$ cat config.mk
export PLATFORM = sky130hd
export DESIGN_NAME = mio_bus_if
export DESIGN_NICKNAME = d
export VERILOG_FILES = /design/src/rtl/mio_bus_if.sv
export SDC_FILE = /design/constraint.sdc
export NUM_CORES = 1
export LEC_CHECK = 0
export ABC_AREA = 1
export CELL_PAD_IN_SITES_DETAIL_PLACEMENT = 1
export CELL_PAD_IN_SITES_GLOBAL_PLACEMENT = 2
export CORE_ASPECT_RATIO = 0.7
export CORE_MARGIN = 2
export CORE_UTILIZATION = 17
export CTS_BUF_LIST = sky130_fd_sc_hd__clkbuf_8
export DETAILED_ROUTE_END_ITERATION = 7
export PLACE_DENSITY_LB_ADDON = 0.15
export SYNTH_ARGS = -nofsm -noshare
export SYNTH_HDL_FRONTEND = slang
export SYNTH_SLANG_ARGS = --single-unit
$ cat constraint.sdc
create_clock -name clk -period 1.5 [get_ports clk]
set_input_delay 0.3 -clock clk [delete_from_list [all_inputs] [get_ports clk]]
set_output_delay 0.3 -clock clk [all_outputs]
set_load 0.005 [all_outputs]
$ cat src/rtl/mio_bus_if.sv
// -----------------------------------------------------------------------------
// mio_bus_if
//
// Memory/IO bus interface sitting behind the SCPU control unit. One word access
// is accepted per request strobe. The address decides between RAM space and
// peripheral space (addr[31:28] = E or F). A small wait-state FSM sequences the
// access and returns a one-cycle MIO_ready pulse that lets control advance PC.
//
// Optional feature (compile-time macro MIO_TIMEOUT_EN):
//   When defined, a peripheral access that sees no io_ack within TIMEOUT cycles
//   is aborted: MIO_ready is pulsed together with bus_err, and reads return
//   32'hDEAD_BEEF. When undefined, peripheral accesses wait indefinitely for
//   io_ack and bus_err is tied low.
//
// Parameters
//   RAM_WAIT  RAM access cycles before completion (>= 1)
//   TIMEOUT   peripheral cycles without io_ack before abort (macro builds only)
//
// Ports
//   clk, rst              clock (rising edge), synchronous active-high reset
//   CPU_MIO, WR           request strobe and write flag from control
//   cpu_addr, cpu_wdata   byte address (word access) and write data
//   cpu_rdata             read data, valid with MIO_ready, held until next read
//   MIO_ready             one-cycle completion pulse
//   ram_en/we/addr/wdata  RAM port (ram_addr is the word address addr[11:2])
//   ram_rdata             RAM read data
//   io_en/we/addr/wdata   peripheral port (io_addr is addr[5:2])
//   io_rdata, io_ack      peripheral read data and one-cycle completion
//   bus_err               timeout abort flag, coincident with MIO_ready
// -----------------------------------------------------------------------------
module mio_bus_if #(
  parameter int RAM_WAIT = 1,
  parameter int TIMEOUT  = 16
) (
  input  logic        clk,
  input  logic        rst,
  input  logic        CPU_MIO,
  input  logic        WR,
  input  logic [31:0] cpu_addr,
  input  logic [31:0] cpu_wdata,
  output logic [31:0] cpu_rdata,
  output logic        MIO_ready,
  output logic        ram_en,
  output logic        ram_we,
  output logic [9:0]  ram_addr,
  output logic [31:0] ram_wdata,
  input  logic [31:0] ram_rdata,
  output logic        io_en,
  output logic        io_we,
  output logic [3:0]  io_addr,
  output logic [31:0] io_wdata,
  input  logic [31:0] io_rdata,
  input  logic        io_ack,
  output logic        bus_err
);

  localparam int CNT_MAX = (RAM_WAIT > TIMEOUT) ? RAM_WAIT : TIMEOUT;
  localparam int CNT_W   = $clog2(CNT_MAX + 1);

  typedef enum logic [1:0] {
    IDLE    = 2'd0,
    RAM_ACC = 2'd1,
    IO_ACC  = 2'd2,
    DONE    = 2'd3
  } state_t;

  state_t             state_q, state_d;
  logic [9:0]         addr_q;     // word address addr[11:2]; io_addr is its low nibble
  logic [31:0]        wdata_q;
  logic               we_q;
  logic [CNT_W-1:0]   cnt_q;
  logic               err_q;

  logic               is_io;
  logic               ram_last;
  logic               io_timeout;

  // Only the word-address bits within the RAM window are ever used.
  logic unused_addr_bits;
  assign unused_addr_bits = &{1'b0, cpu_addr[27:12], cpu_addr[1:0]};

  assign is_io    = (cpu_addr[31:28] == 4'hE) || (cpu_addr[31:28] == 4'hF);
  assign ram_last = (cnt_q == CNT_W'(RAM_WAIT - 1));

`ifdef MIO_TIMEOUT_EN
  // An ack arriving on the expiring cycle takes priority over the abort.
  assign io_timeout = (cnt_q == CNT_W'(TIMEOUT - 1)) && !io_ack;
`else
  assign io_timeout = 1'b0;
`endif

  // State register
  always_ff @(posedge clk) begin
    // NOTE: sequential state uses non-blocking assignments so every register
    // samples pre-edge values regardless of statement order.
    if (rst) state_q <= IDLE;
    else     state_q <= state_d;
  end

  // Next-state logic
  always_comb begin
    // NOTE: default assigned first so no path leaves state_d unassigned,
    // which would otherwise infer a latch.
    state_d = state_q;
    unique case (state_q)
      IDLE:    if (CPU_MIO) state_d = is_io ? IO_ACC : RAM_ACC;
      RAM_ACC: if (ram_last) state_d = DONE;
      IO_ACC:  if (io_ack || io_timeout) state_d = DONE;
      DONE:    state_d = IDLE;
      default: state_d = IDLE;
    endcase
  end

  // Request capture, wait counter and read-data return
  always_ff @(posedge clk) begin
    // NOTE: datapath registers are reset too because cpu_rdata and every
    // port derived from the captured request must read 0 out of reset.
    if (rst) begin
      addr_q    <= '0;
      wdata_q   <= '0;
      we_q      <= 1'b0;
      cnt_q     <= '0;
      err_q     <= 1'b0;
      cpu_rdata <= '0;
    end else begin
      unique case (state_q)
        IDLE: begin
          if (CPU_MIO) begin
            addr_q  <= cpu_addr[11:2];
            wdata_q <= cpu_wdata;
            we_q    <= WR;
            cnt_q   <= '0;
            err_q   <= 1'b0;
          end
        end
        RAM_ACC: begin
          cnt_q <= cnt_q + 1'b1;
          if (ram_last && !we_q) cpu_rdata <= ram_rdata;
        end
        IO_ACC: begin
`ifdef MIO_TIMEOUT_EN
          cnt_q <= cnt_q + 1'b1;
`endif
          if (io_ack) begin
            if (!we_q) cpu_rdata <= io_rdata;
          end else if (io_timeout) begin
            err_q <= 1'b1;
            if (!we_q) cpu_rdata <= 32'hDEAD_BEEF;
          end
        end
        DONE: err_q <= 1'b0;
        default: ;
      endcase
    end
  end

  // Port drive: strobes decode from the state, data comes from the capture.
  assign ram_en    = (state_q == RAM_ACC);
  assign ram_we    = ram_en && we_q && (cnt_q == '0);  // single write pulse
  assign ram_addr  = addr_q;
  assign ram_wdata = wdata_q;

  assign io_en     = (state_q == IO_ACC);
  assign io_we     = io_en && we_q;
  assign io_addr   = addr_q[3:0];
  assign io_wdata  = wdata_q;

  assign MIO_ready = (state_q == DONE);
`ifdef MIO_TIMEOUT_EN
  assign bus_err   = MIO_ready && err_q;
`else
  assign bus_err   = 1'b0;
`endif

endmodule

==> impl_metrics.env, run 1 <==
export IMPL_critPathMaxFanout=5
export IMPL_clock_skew_ns=0.0154
export IMPL_max_freq_ghz=0.623
export IMPL_clock_latency_ns=0.37
export IMPL_ff2ff_setup_slack_ns=-0.11
export IMPL_nets=972
export IMPL_die_area_sq_mm=0.0251
export IMPL_gp_congestion=0.756
export IMPL_worst_slack_ns=-0.105
export IMPL_worst_setup_path_type="reg -> reg"
export IMPL_required_ns=1.76
export IMPL_rows=47
export IMPL_reg2reg_from="state_q[0]"
export IMPL_core_area_sq_mm=0.0235
export IMPL_syn_cell_area_sq_mm=0.00405
export IMPL_status="complete, but fails checks"
export IMPL_finalSetupTns_ns=-2.56
export IMPL_ys_seq_area_share_pct=40.5
export IMPL_ioPinCount=249
export IMPL_synthesis_instances=583
export IMPL_numCtsBuffers=9
export IMPL_hold_path_end="cpu_rdata[20]"
export IMPL_syn_area_per_cell_sq_um=6.95
export IMPL_finalPower_uw=13800
export IMPL_root_buffer="clkbuf_8"
export IMPL_hp_class="reg -> reg"
export IMPL_crit_chain="inv_4, buf_6, ha_4, nand2_8, nor2_8, buf_6, buf_6, nand3_2, nand2_1, nor2_1"
export IMPL_r2r_cells=10
export IMPL_antenna_found_initial=1
export IMPL_whs_path_depth=2
export IMPL_place_ws_ns=-0.234
export IMPL_viasPerCell=3.99
export IMPL_drc_errors=0
export IMPL_hold_violations=0
export IMPL_cp_slowest_cell="dfxtp_4"
export IMPL_rr_endpoint="cpu_rdata[21]"
export IMPL_port_buffers=228
export IMPL_ant_nets=0
export IMPL_fill_cells=2841
export IMPL_cts_sinks=82
export IMPL_hpwl_um=11500
export IMPL_gr_total_overflow=0
export IMPL_cts_tree="yes"
export IMPL_area_growth_pct=89.6
export IMPL_post_route_period_util_pct=107
export IMPL_fp_dieW_um=189
export IMPL_leakage_uw=0.00372
export IMPL_power_density_mw_per_mm2=1800
export IMPL_ys_seq_elements=82
export IMPL_ff_latch_area_sq_mm=0.00171
export IMPL_critPathMaxStageDelay_ns=0.38
export IMPL_die_h_um=133
export IMPL_maxCapViolations=0
export IMPL_grt_pass1_wl_um=26600
export IMPL_fin_util_pct=32.7
export IMPL_dr_pass1_iters=4
export IMPL_layout_drive_gt1_share_pct=30.0
export IMPL_arrival_ns=1.86
export IMPL_clk_pin_slew_ns=0.09
export IMPL_drt_iter0_markers=138
export IMPL_postCtsHoldBufs=0
export IMPL_routed_wirelength_um=17000
export IMPL_finalSetupViolCount=36
export IMPL_start_kind="flip-flop"
export IMPL_syn_num_nets=723
export IMPL_grt_pass1_vias=4741
export IMPL_htree_num_levels=3
export IMPL_initial_core_util_pct=17.2
export IMPL_rsz0062_at_grt="true"
export IMPL_post_drt_wl_per_cell_um=14.7
export IMPL_grt_max_degree=32
export IMPL_crit_path_end_kind="flip-flop"
export IMPL_hp_start="cpu_rdata[20]"
export IMPL_yosysWarnings=0
export IMPL_finalCriticalPeriod_ns=1.61
export IMPL_diodes=0
export IMPL_violations="setup timing"
export IMPL_clockBufferDepth=2
export IMPL_vias=4613
export IMPL_peakVddDrop_v=0.000618
export IMPL_cp_common_cell="buf_6"
export IMPL_drv_slew=0
export IMPL_synth_cell_type_count=21
export IMPL_grtUsageTotal_pct=13.5
export IMPL_fin_cells=1155
export IMPL_multi_input_area_sq_mm=0.00217
export IMPL_numPlacedInstances=1094
[report_power, final]
part	total, uW	switching (uW)	internal (uW)	leakage (uW)
Sequential	3350	403	2940	0.000696
Clock	1720	897	819	0.000100
Combinational	8740	4220	4520	0.00292
[state kept, by name (all words and copies together), names as in the netlist]
name / flops
ram_addr: 10
we_q: 1
state_q: 2
io_wdata: 32
cnt_q: 5
cpu_rdata: 32
[critical path, delay by kind of cell, from the launching register on]
kind | cells | cell delay, ns
and+or+nand+nor | 5 | 0.45
adders and majority gates | 1 | 0.29
buffers and inverters | 4 | 0.37
DFF | 1 | 0.38
[synthesized netlist by cell type]
master	number	area [sq um]
nor2_1	129	484
nand2_1	83	312
dfxtp_1	82	1640
a21oi_1	69	345
inv_1	48	180
o21ai_0	44	220
buf_4	41	308
nand3_1	37	185
buf_2	14	70.1
buf_6	9	101
clkbuf_1	9	33.8
ha_1	7	87.6
nand2_2	3	18.8
a211oi_1	1	7.51
conb_1	1	3.75
inv_2	1	3.75
mux2i_1	1	10.0
nand4_1	1	6.26
nor2_8	1	20.0
o21ai_2	1	8.76
or2_2	1	6.26
[kinds of logic (layout without fill, tap and decap cells)]
| logic type | count (synthesis) | after routing | synth area share, % |
|---|---|---|---|
| AOI/OAI and AO/OA | 115 | 115 | 14.4 |
| adders and majority gates | 7 | 7 | 2.16 |
| buffers and inverters | 122 | 375 | 17.2 |
| DFF | 82 | 82 | 40.5 |
| muxes | 1 | 1 | 0.247 |
| other | 1 | 1 | 0.0925 |
| and+or+nand+nor | 255 | 256 | 25.5 |
[through the flow]
stage / hold slack, ns / instance area, sq um
final: 0.463 / 7680
after global routing: 0.509 / 7680
after CTS: 0.486 / 7550
after detailed placement: 0.474 / 6620
after global placement: 0.464 / 6620
after floorplan: 0.369 / 4060
[metal layers]
metal	track usage [%]	vias to the layer above	part of all wire (%)
li1	-	2303	-
met1	17.1	2179	46
met2	22.1	120	46
met3	4.61	11	6.8
met4	3.21	0	1.2
met5	0	-	0
[what timing repair did]
action,in CTS,in global routing
pin swaps,15,15
endpoints found under the setup margin,152,44
endpoints found under the hold margin,0,0
cloned,8,0
buffers inserted,41,1
resized for setup,266,50
[worst max path at each step]
| stage | startpoint | end | slack (ns) | cells after the start |
|---|---|---|---|---|
| 2_1_floorplan | state_q[0] | cpu_rdata[18] | 0.002 | 10 |
| 3_3_place_gp | io_ack | cpu_rdata[24] | -0.20 | 9 |
| 3_5_place_dp | io_ack | cpu_rdata[2] | -0.23 | 9 |
| 4_1_cts | cnt_q[1] | ram_we | -0.19 | 7 |
| 5_1_grt | cnt_q[1] | ram_we | -0.20 | 7 |
| 6_report | state_q[0] | cpu_rdata[21] | -0.11 | 10 |
[area by class of cell]
| class | instances | area share [%] |
|---|---|---|
| repair buffers | 310 | 39.2 |
| flip-flops and latches | 82 | 22.3 |
| multi-input cells | 380 | 28.2 |
| clock buffers | 10 | 1.79 |
| inverters | 49 | 2.51 |
| well taps | 318 | 5.18 |
| clock inverters | 6 | 0.863 |
[cells in the final DEF, fill, tap and decap left out, types with 10 or more instances in the layout]
cell type        synthesis  routed
clkbuf_8                 0      10
o21ai_0                 44      43
buf_12                   0      11
nand3_2                  0      28
nand2_1                 83      75
a21oi_2                  0      30
buf_6                    9      19
nor2_1                 129     127
a21oi_1                 69      34
dlygate4sd2_1            0     110
clkdlybuf4s50_1          0     113
dfxtp_2                  0      54
dfxtp_1                 82      27
inv_1                   48      41
buf_4                   41      51
No activity file was read; power rests on OpenSTA's default activity.
==> run 2: changes to the inputs <==
ABC_AREA = not set   (was 1)
CORE_UTILIZATION = 19   (was 17)
==> run 2 against run 1 <==
  * The run still ends with setup timing left
  * Count of clock-buffer cells in the layout shrank 1
  * Final area shrank 5.5%
  * Sequential power shrank 6.9%
  * Cell count shrank 15%
  * Combinational power shrank 38%
  * Core utilization grew 2.1 points
  * Non-clock buffer count shrank 11
  * First-iteration DRC count shrank 40%
  * Largest cell class unchanged
==> impl_metrics.env, run 2 <==
export IMPL_hpwl_um=10400
export IMPL_final_area_sq_mm=0.00726
export IMPL_hold_violations=0
export IMPL_async_reset_ff_share_pct=0
export IMPL_final_cell_mix="clkdlybuf4s50_1 (112), dlygate4sd2_1 (110), nand2_1 (89), buf_4 (51), dfxtp_2 (48)"
export IMPL_clk_pin_slew_ns=0.09
export IMPL_arrival_ns=2.02
export IMPL_synth_cell_type_count=34
export IMPL_crit_path_end_kind="flip-flop"
export IMPL_core_area_sq_mm=0.0209
export IMPL_place_ws_ns=-0.376
export IMPL_crit_chain="inv_2, ha_4, nor4b_4, buf_4, o2111ai_4, buf_6, buf_12, mux2_4"
export IMPL_port_buffers=228
export IMPL_cts_sinks=82
export IMPL_postCtsHoldBufs=0
export IMPL_clock_latency_ns=0.37
export IMPL_grt_max_degree=44
export IMPL_cts_tree="yes"
export IMPL_crit_cells=8
export IMPL_r2r_cells=8
export IMPL_rr_endpoint="cpu_rdata[29]"
export IMPL_htree_num_levels=3
export IMPL_grt_pass1_wl_um=22400
export IMPL_diodes=0
export IMPL_critPathMaxStageDelay_ns=0.34
export IMPL_antenna_found_initial=0
export IMPL_synth_area_leader_cell="dfxtp_1"
export IMPL_required_ns=1.75
export IMPL_ys_seq_area_share_pct=40.0
export IMPL_critPathMaxFanout=5
export IMPL_synth_top_cell_area_share_pct=40.0
export IMPL_layout_drive_gt1_share_pct=27.8
export IMPL_synthesis_instances=456
export IMPL_ant_nets=0
export IMPL_die_area_sq_mm=0.0228
export IMPL_synth_most_common_cell="nand2_1"
export IMPL_whs_ns=0.391
export IMPL_placed_cell_area_sq_mm=0.00677
export IMPL_reg2reg_from="cnt_q[1]"
export IMPL_gp_congestion=0.736
export IMPL_die_h_um=127
export IMPL_leakage_uw=0.00333
export IMPL_ioPinCount=249
export IMPL_finalSetupTns_ns=-7.27
export IMPL_viasPerCell=3.97
export IMPL_finalSetupViolCount=38
export IMPL_gr_total_overflow=0
export IMPL_maxCapViolations=0
export IMPL_rsz0062_at_grt="true"
export IMPL_violations="setup timing"
export IMPL_grtUsageTotal_pct=12.3
export IMPL_layout_commonest_cell="clkdlybuf4s50_1"
export IMPL_nets=840
export IMPL_cp_top_family="buffers and inverters"
export IMPL_syn_cell_area_sq_mm=0.00410
export IMPL_area_growth_pct=77.2
export IMPL_path_buf_inv=4
export IMPL_start_kind="flip-flop"
export IMPL_clockBufferDepth=2
export IMPL_cp_slowest_cell="dfxtp_2"
export IMPL_worst_slack_ns=-0.263
export IMPL_ys_seq_elements=82
export IMPL_post_route_period_util_pct=118
export IMPL_fp_dieW_um=180
export IMPL_ys_flop_type="dfxtp_1"
export IMPL_worstSetupEndpoint="cpu_rdata[29]"
export IMPL_syn_num_nets=596
export IMPL_synth_top_cells_by_count="nand2_1 (89), dfxtp_1 (82), a21oi_1 (47), buf_4 (37), nor2_1 (35)"
export IMPL_worst_setup_path_type="reg -> reg"
export IMPL_yosys_top_cells_area="dfxtp_1 (40%), mux2_4 (11%), mux2i_1 (8.3%)"
export IMPL_clock_skew_ns=0.0177
export IMPL_syn_area_per_cell_sq_um=8.99
export IMPL_root_buffer="clkbuf_8"
export IMPL_numCtsBuffers=9
export IMPL_synth_edf_count=0
export IMPL_max_freq_ghz=0.567
export IMPL_hp_class="in -> reg"
export IMPL_drc_errors=0
export IMPL_fin_util_pct=34.7
export IMPL_yosysWarnings=0
export IMPL_power_density_mw_per_mm2=1380
export IMPL_drt_iter0_markers=83
export IMPL_routed_wirelength_um=14200
export IMPL_initial_core_util_pct=19.6
export IMPL_drv_slew=0
export IMPL_peakVddDrop_v=0.000531
export IMPL_grt_pass1_vias=4179
export IMPL_finalCriticalPeriod_ns=1.76
export IMPL_status="complete, but fails checks"
export IMPL_rows=44
export IMPL_vias=3895
export IMPL_ff2ff_setup_slack_ns=-0.26
export IMPL_dr_pass1_iters=3
export IMPL_cp_startpoint="cnt_q[1]"
export IMPL_post_drt_wl_per_cell_um=14.5
run 2: cell types whose count changed after synthesis, moves of 33 or more:
cell     before  now
o21ai_0      44    2
nor2_1      129   35
nor2b_1       0   33
inv_1        48    6
nand3_1      37    2
mux2i_1       1   34
run 2: worst min-delay path by stage:
| stage | start | endpoint | slack [ns] | cells past startpoint |
|---|---|---|---|---|
| after floorplan | cpu_addr[6] | ram_addr[4] | 0.44 | 2 |
| after global placement | ram_addr[8] | ram_addr[8] | 0.44 | 2 |
| after detailed placement | ram_addr[8] | ram_addr[8] | 0.45 | 2 |
| after CTS | rst | state_q[0] | 0.38 | 3 |
| after global routing | rst | cpu_rdata[23] | 0.41 | 3 |
| final | rst | state_q[1] | 0.39 | 3 |
run 2: worst register-to-register path, delay by kind of cell, from the launching register on:
| kind | cells | cell delay (ns) |
|---|---|---|
| buffers and inverters | 4 | 0.56 |
| flip-flops | 1 | 0.34 |
| adder cells (fa/ha/maj) | 1 | 0.12 |
| AO/OA/AOI/OAI | 1 | 0.13 |
| multiplexers | 1 | 0.29 |
| AND/OR/NAND/NOR | 1 | 0.24 |
run 2: repair_timing:
| item | in CTS | in global routing |
|---|---|---|
| setup buffers | 32 | 3 |
| gates resized for setup | 205 | 8 |
| pin swaps | 7 | 7 |
| endpoints found under the hold margin | 0 | 0 |
| setup endpoints to repair | 183 | 64 |
| cloned | 1 | 1 |
run 2: per-layer routing:
metal	wire length, um	GRT usage, %	vias up
met5	0	0	-
met2	6910	21.4	93
met4	142	3.01	0
li1	-	-	1946
met3	556	3.19	8
met1	6600	15.2	1848
run 2: kinds of logic (layout without fill, tap and decap cells):
kind of cell | after synthesis | count (layout) | share of synthesized area [%]
flops | 82 | 82 | 40.0
buf+inv | 72 | 321 | 10.7
simple gates | 171 | 171 | 19.0
compound gates | 56 | 56 | 7.85
other cells | 1 | 1 | 0.0915
fa+ha+maj | 7 | 7 | 2.14
mux | 67 | 67 | 20.1
run 2: layout make-up:
cell class	count	area, sq um
fill	2409	13700
multi-input combinational	302	2130
sequential	82	1710
inverter	6	25.0
tap	276	345
clock inverter	7	52.6
timing repair buffer	299	2880
clock buffer	9	124
run 2: power by group:
part	total, uW	internal, uW	switching [uW]
Combinational	5380	3250	2130
Clock	1530	614	914
Sequential	3120	2820	304
Total	10000	6680	3350
run 2: per-stage QoR:
step           power, uW  cells
2_1_floorplan       5720    456
3_3_place_gp        8310    933
3_5_place_dp        8380    933
4_1_cts            10200    980
5_1_grt            10700    981
6_report           10000    981
==> run 3: changes to the inputs <==
CORE_ASPECT_RATIO = not set   (was 0.7)
HOLD_SLACK_MARGIN = 0.05   (was not set)
SLEW_MARGIN = 5   (was not set)
==> run 3 against run 2 <==
  * The flow still finishes with violations (setup timing)
  * Sequential cell count did not move
  * Count of clock-buffer cells in the layout up 1
  * Hold slack improved by 0.035 ns
  * Final area rose by 7.4%
  * Critical path type unchanged
  * Critical endpoint is now cpu_rdata[19]
  * Largest cell class unchanged
  * Highest routed layer unchanged
==> impl_metrics.env, run 3 (same netlist as run 2, synthesis figures left out) <==
export IMPL_layout_drive_gt1_share_pct=38.1
export IMPL_p_clk_share_pct=16.3
export IMPL_grt_max_degree=62
export IMPL_intPower_uw=7520
export IMPL_rows=53
export IMPL_drt_iter0_markers=86
export IMPL_initial_core_util_pct=19.4
export IMPL_numCtsBuffers=9
export IMPL_finalSetupTns_ns=-12.02
export IMPL_leakage_uw=0.00357
export IMPL_clockBufferDepth=2
export IMPL_power_density_mw_per_mm2=1440
export IMPL_post_drt_wl_per_cell_um=15.7
export IMPL_diodes=0
export IMPL_nets=846
export IMPL_post_route_period_util_pct=120
export IMPL_start_kind="flip-flop"
export IMPL_arrival_ns=2.05
export IMPL_area_growth_pct=90.3
export IMPL_routed_wirelength_um=15400
export IMPL_placed_cell_area_sq_mm=0.00665
export IMPL_power_frac_comb_pct=55.7
export IMPL_layout_commonest_cell="clkdlybuf4s50_1"
export IMPL_pwr_share_seq_pct=28.0
export IMPL_core_area_sq_mm=0.0211
export IMPL_drv_slew=0
export IMPL_vias=3989
export IMPL_port_buffers=228
export IMPL_antenna_found_initial=0
export IMPL_peakVddDrop_v=0.000428
export IMPL_dr_pass1_iters=4
export IMPL_die_h_um=151
export IMPL_hold_violations=0
export IMPL_die_area_sq_mm=0.0228
export IMPL_max_freq_ghz=0.556
export IMPL_critPathMaxFanout=7
export IMPL_status="complete, but fails checks"
export IMPL_fp_dieW_um=151
export IMPL_finalCriticalPeriod_ns=1.80
export IMPL_grt_pass1_vias=4063
export IMPL_gp_congestion=0.714
export IMPL_htree_num_levels=3
export IMPL_grtUsageTotal_pct=11.9
export IMPL_p_sw_uw=3710
export IMPL_violations="setup timing"
export IMPL_p_sw_share_pct=33.0
export IMPL_cts_sinks=82
export IMPL_clk_pin_slew_ns=0.09
export IMPL_maxCapViolations=0
export IMPL_grt_pass1_wl_um=21000
export IMPL_root_buffer="clkbuf_8"
export IMPL_clock_latency_ns=0.36
export IMPL_final_area_sq_mm=0.00780
export IMPL_worst_slack_ns=-0.300
export IMPL_cts_tree="yes"
export IMPL_drc_errors=0
export IMPL_hpwl_um=10000
export IMPL_finalPower_uw=11200
export IMPL_hp_class="in -> reg"
export IMPL_crit_path_end_kind="flip-flop"
export IMPL_worst_setup_path_type="reg -> reg"
export IMPL_finalSetupViolCount=81
export IMPL_ioPinCount=249
export IMPL_final_cell_mix="clkdlybuf4s50_1 (112), dlygate4sd2_1 (110), nand2_1 (58), buf_4 (46), dfxtp_2 (44)"
export IMPL_ant_nets=0
export IMPL_clock_skew_ns=0.0113
export IMPL_rsz0062_at_grt="true"
export IMPL_required_ns=1.75
export IMPL_crit_chain="inv_6, ha_4, buf_4, o21ai_4, o2111ai_4, buf_12, clkbuf_16, mux2_4"
export IMPL_gr_total_overflow=0
export IMPL_cp_slowest_cell="dfxtp_4"
export IMPL_viasPerCell=4.05
export IMPL_critPathMaxStageDelay_ns=0.40
==> run 3: final cells by class <==
type | instances | area [sq um]
Fill cell | 2364 | 13300
Timing Repair Buffer | 305 | 3030
Multi-Input combinational cell | 302 | 2470
Sequential cell | 82 | 1700
Tap cell | 275 | 344
Clock buffer | 10 | 138
Clock inverter | 6 | 81.3
Inverter | 6 | 30.0
==> run 3: stage by stage <==
stage	setup WS [ns]	utilization (%)	hold slack, ns	std cells
4_1_cts	-0.312	33.7	0.386	971
6_report	-0.300	37.0	0.426	986
3_3_place_gp	-0.306	31.6	0.442	922
3_5_place_dp	-0.327	31.6	0.452	922
2_1_floorplan	-0.0951	-	0.436	456
5_1_grt	-0.352	37.0	0.421	986
==> run 3: critical path, delay by kind of cell, from the launching register on <==
kind	cells	cell delay [ns]
buffers and inverters	4	0.55
DFF	1	0.40
muxes	1	0.29
AOI/OAI and AO/OA	2	0.26
adders and majority gates	1	0.17
==> run 3: power by group through the flow <==
stage / clock [uW] / combinational [uW] / sequential [uW]
finish: 1830 / 6260 / 3140
global route: 2010 / 6750 / 3230
CTS: 1930 / 5030 / 3150
detailed placement: 0 / 5060 / 3160
global placement: 0 / 5010 / 3140
floorplan: 0 / 2560 / 3160
==> run 3: routing by layer <==
layer | share of wire [%] | vias up | GRT usage, % | routed length (um)
met3 | 9.6 | 6 | 5.51 | 1490
met2 | 46 | 173 | 18.8 | 7140
li1 | - | 1955 | - | -
met4 | 0.69 | 0 | 3.22 | 107
met5 | 0 | - | 0 | 0
met1 | 43 | 1855 | 14.7 | 6710
==> run 3: final timing paths <==
| check | startpoint | endpoint | slack (ns) | cells after the start |
|---|---|---|---|---|
| worst min-delay path | rst | cnt_q[0] | 0.43 | 3 |
| worst max register to register | state_q[0] | cpu_rdata[19] | -0.30 | 8 |
| worst max-delay path | state_q[0] | cpu_rdata[19] | -0.30 | 8 |
| worst min register to register | ram_addr[6] | ram_addr[6] | 0.46 | 2 |
==> run 3: timing repair <==
| action | CTS | global route |
|---|---|---|
| setup endpoints to repair | 197 | 85 |
| hold buffers | 0 | 0 |
| pin swaps | 6 | 58 |
| cloned | 0 | 10 |
| setup buffers | 34 | 6 |
| gates resized for setup | 200 | 110 |
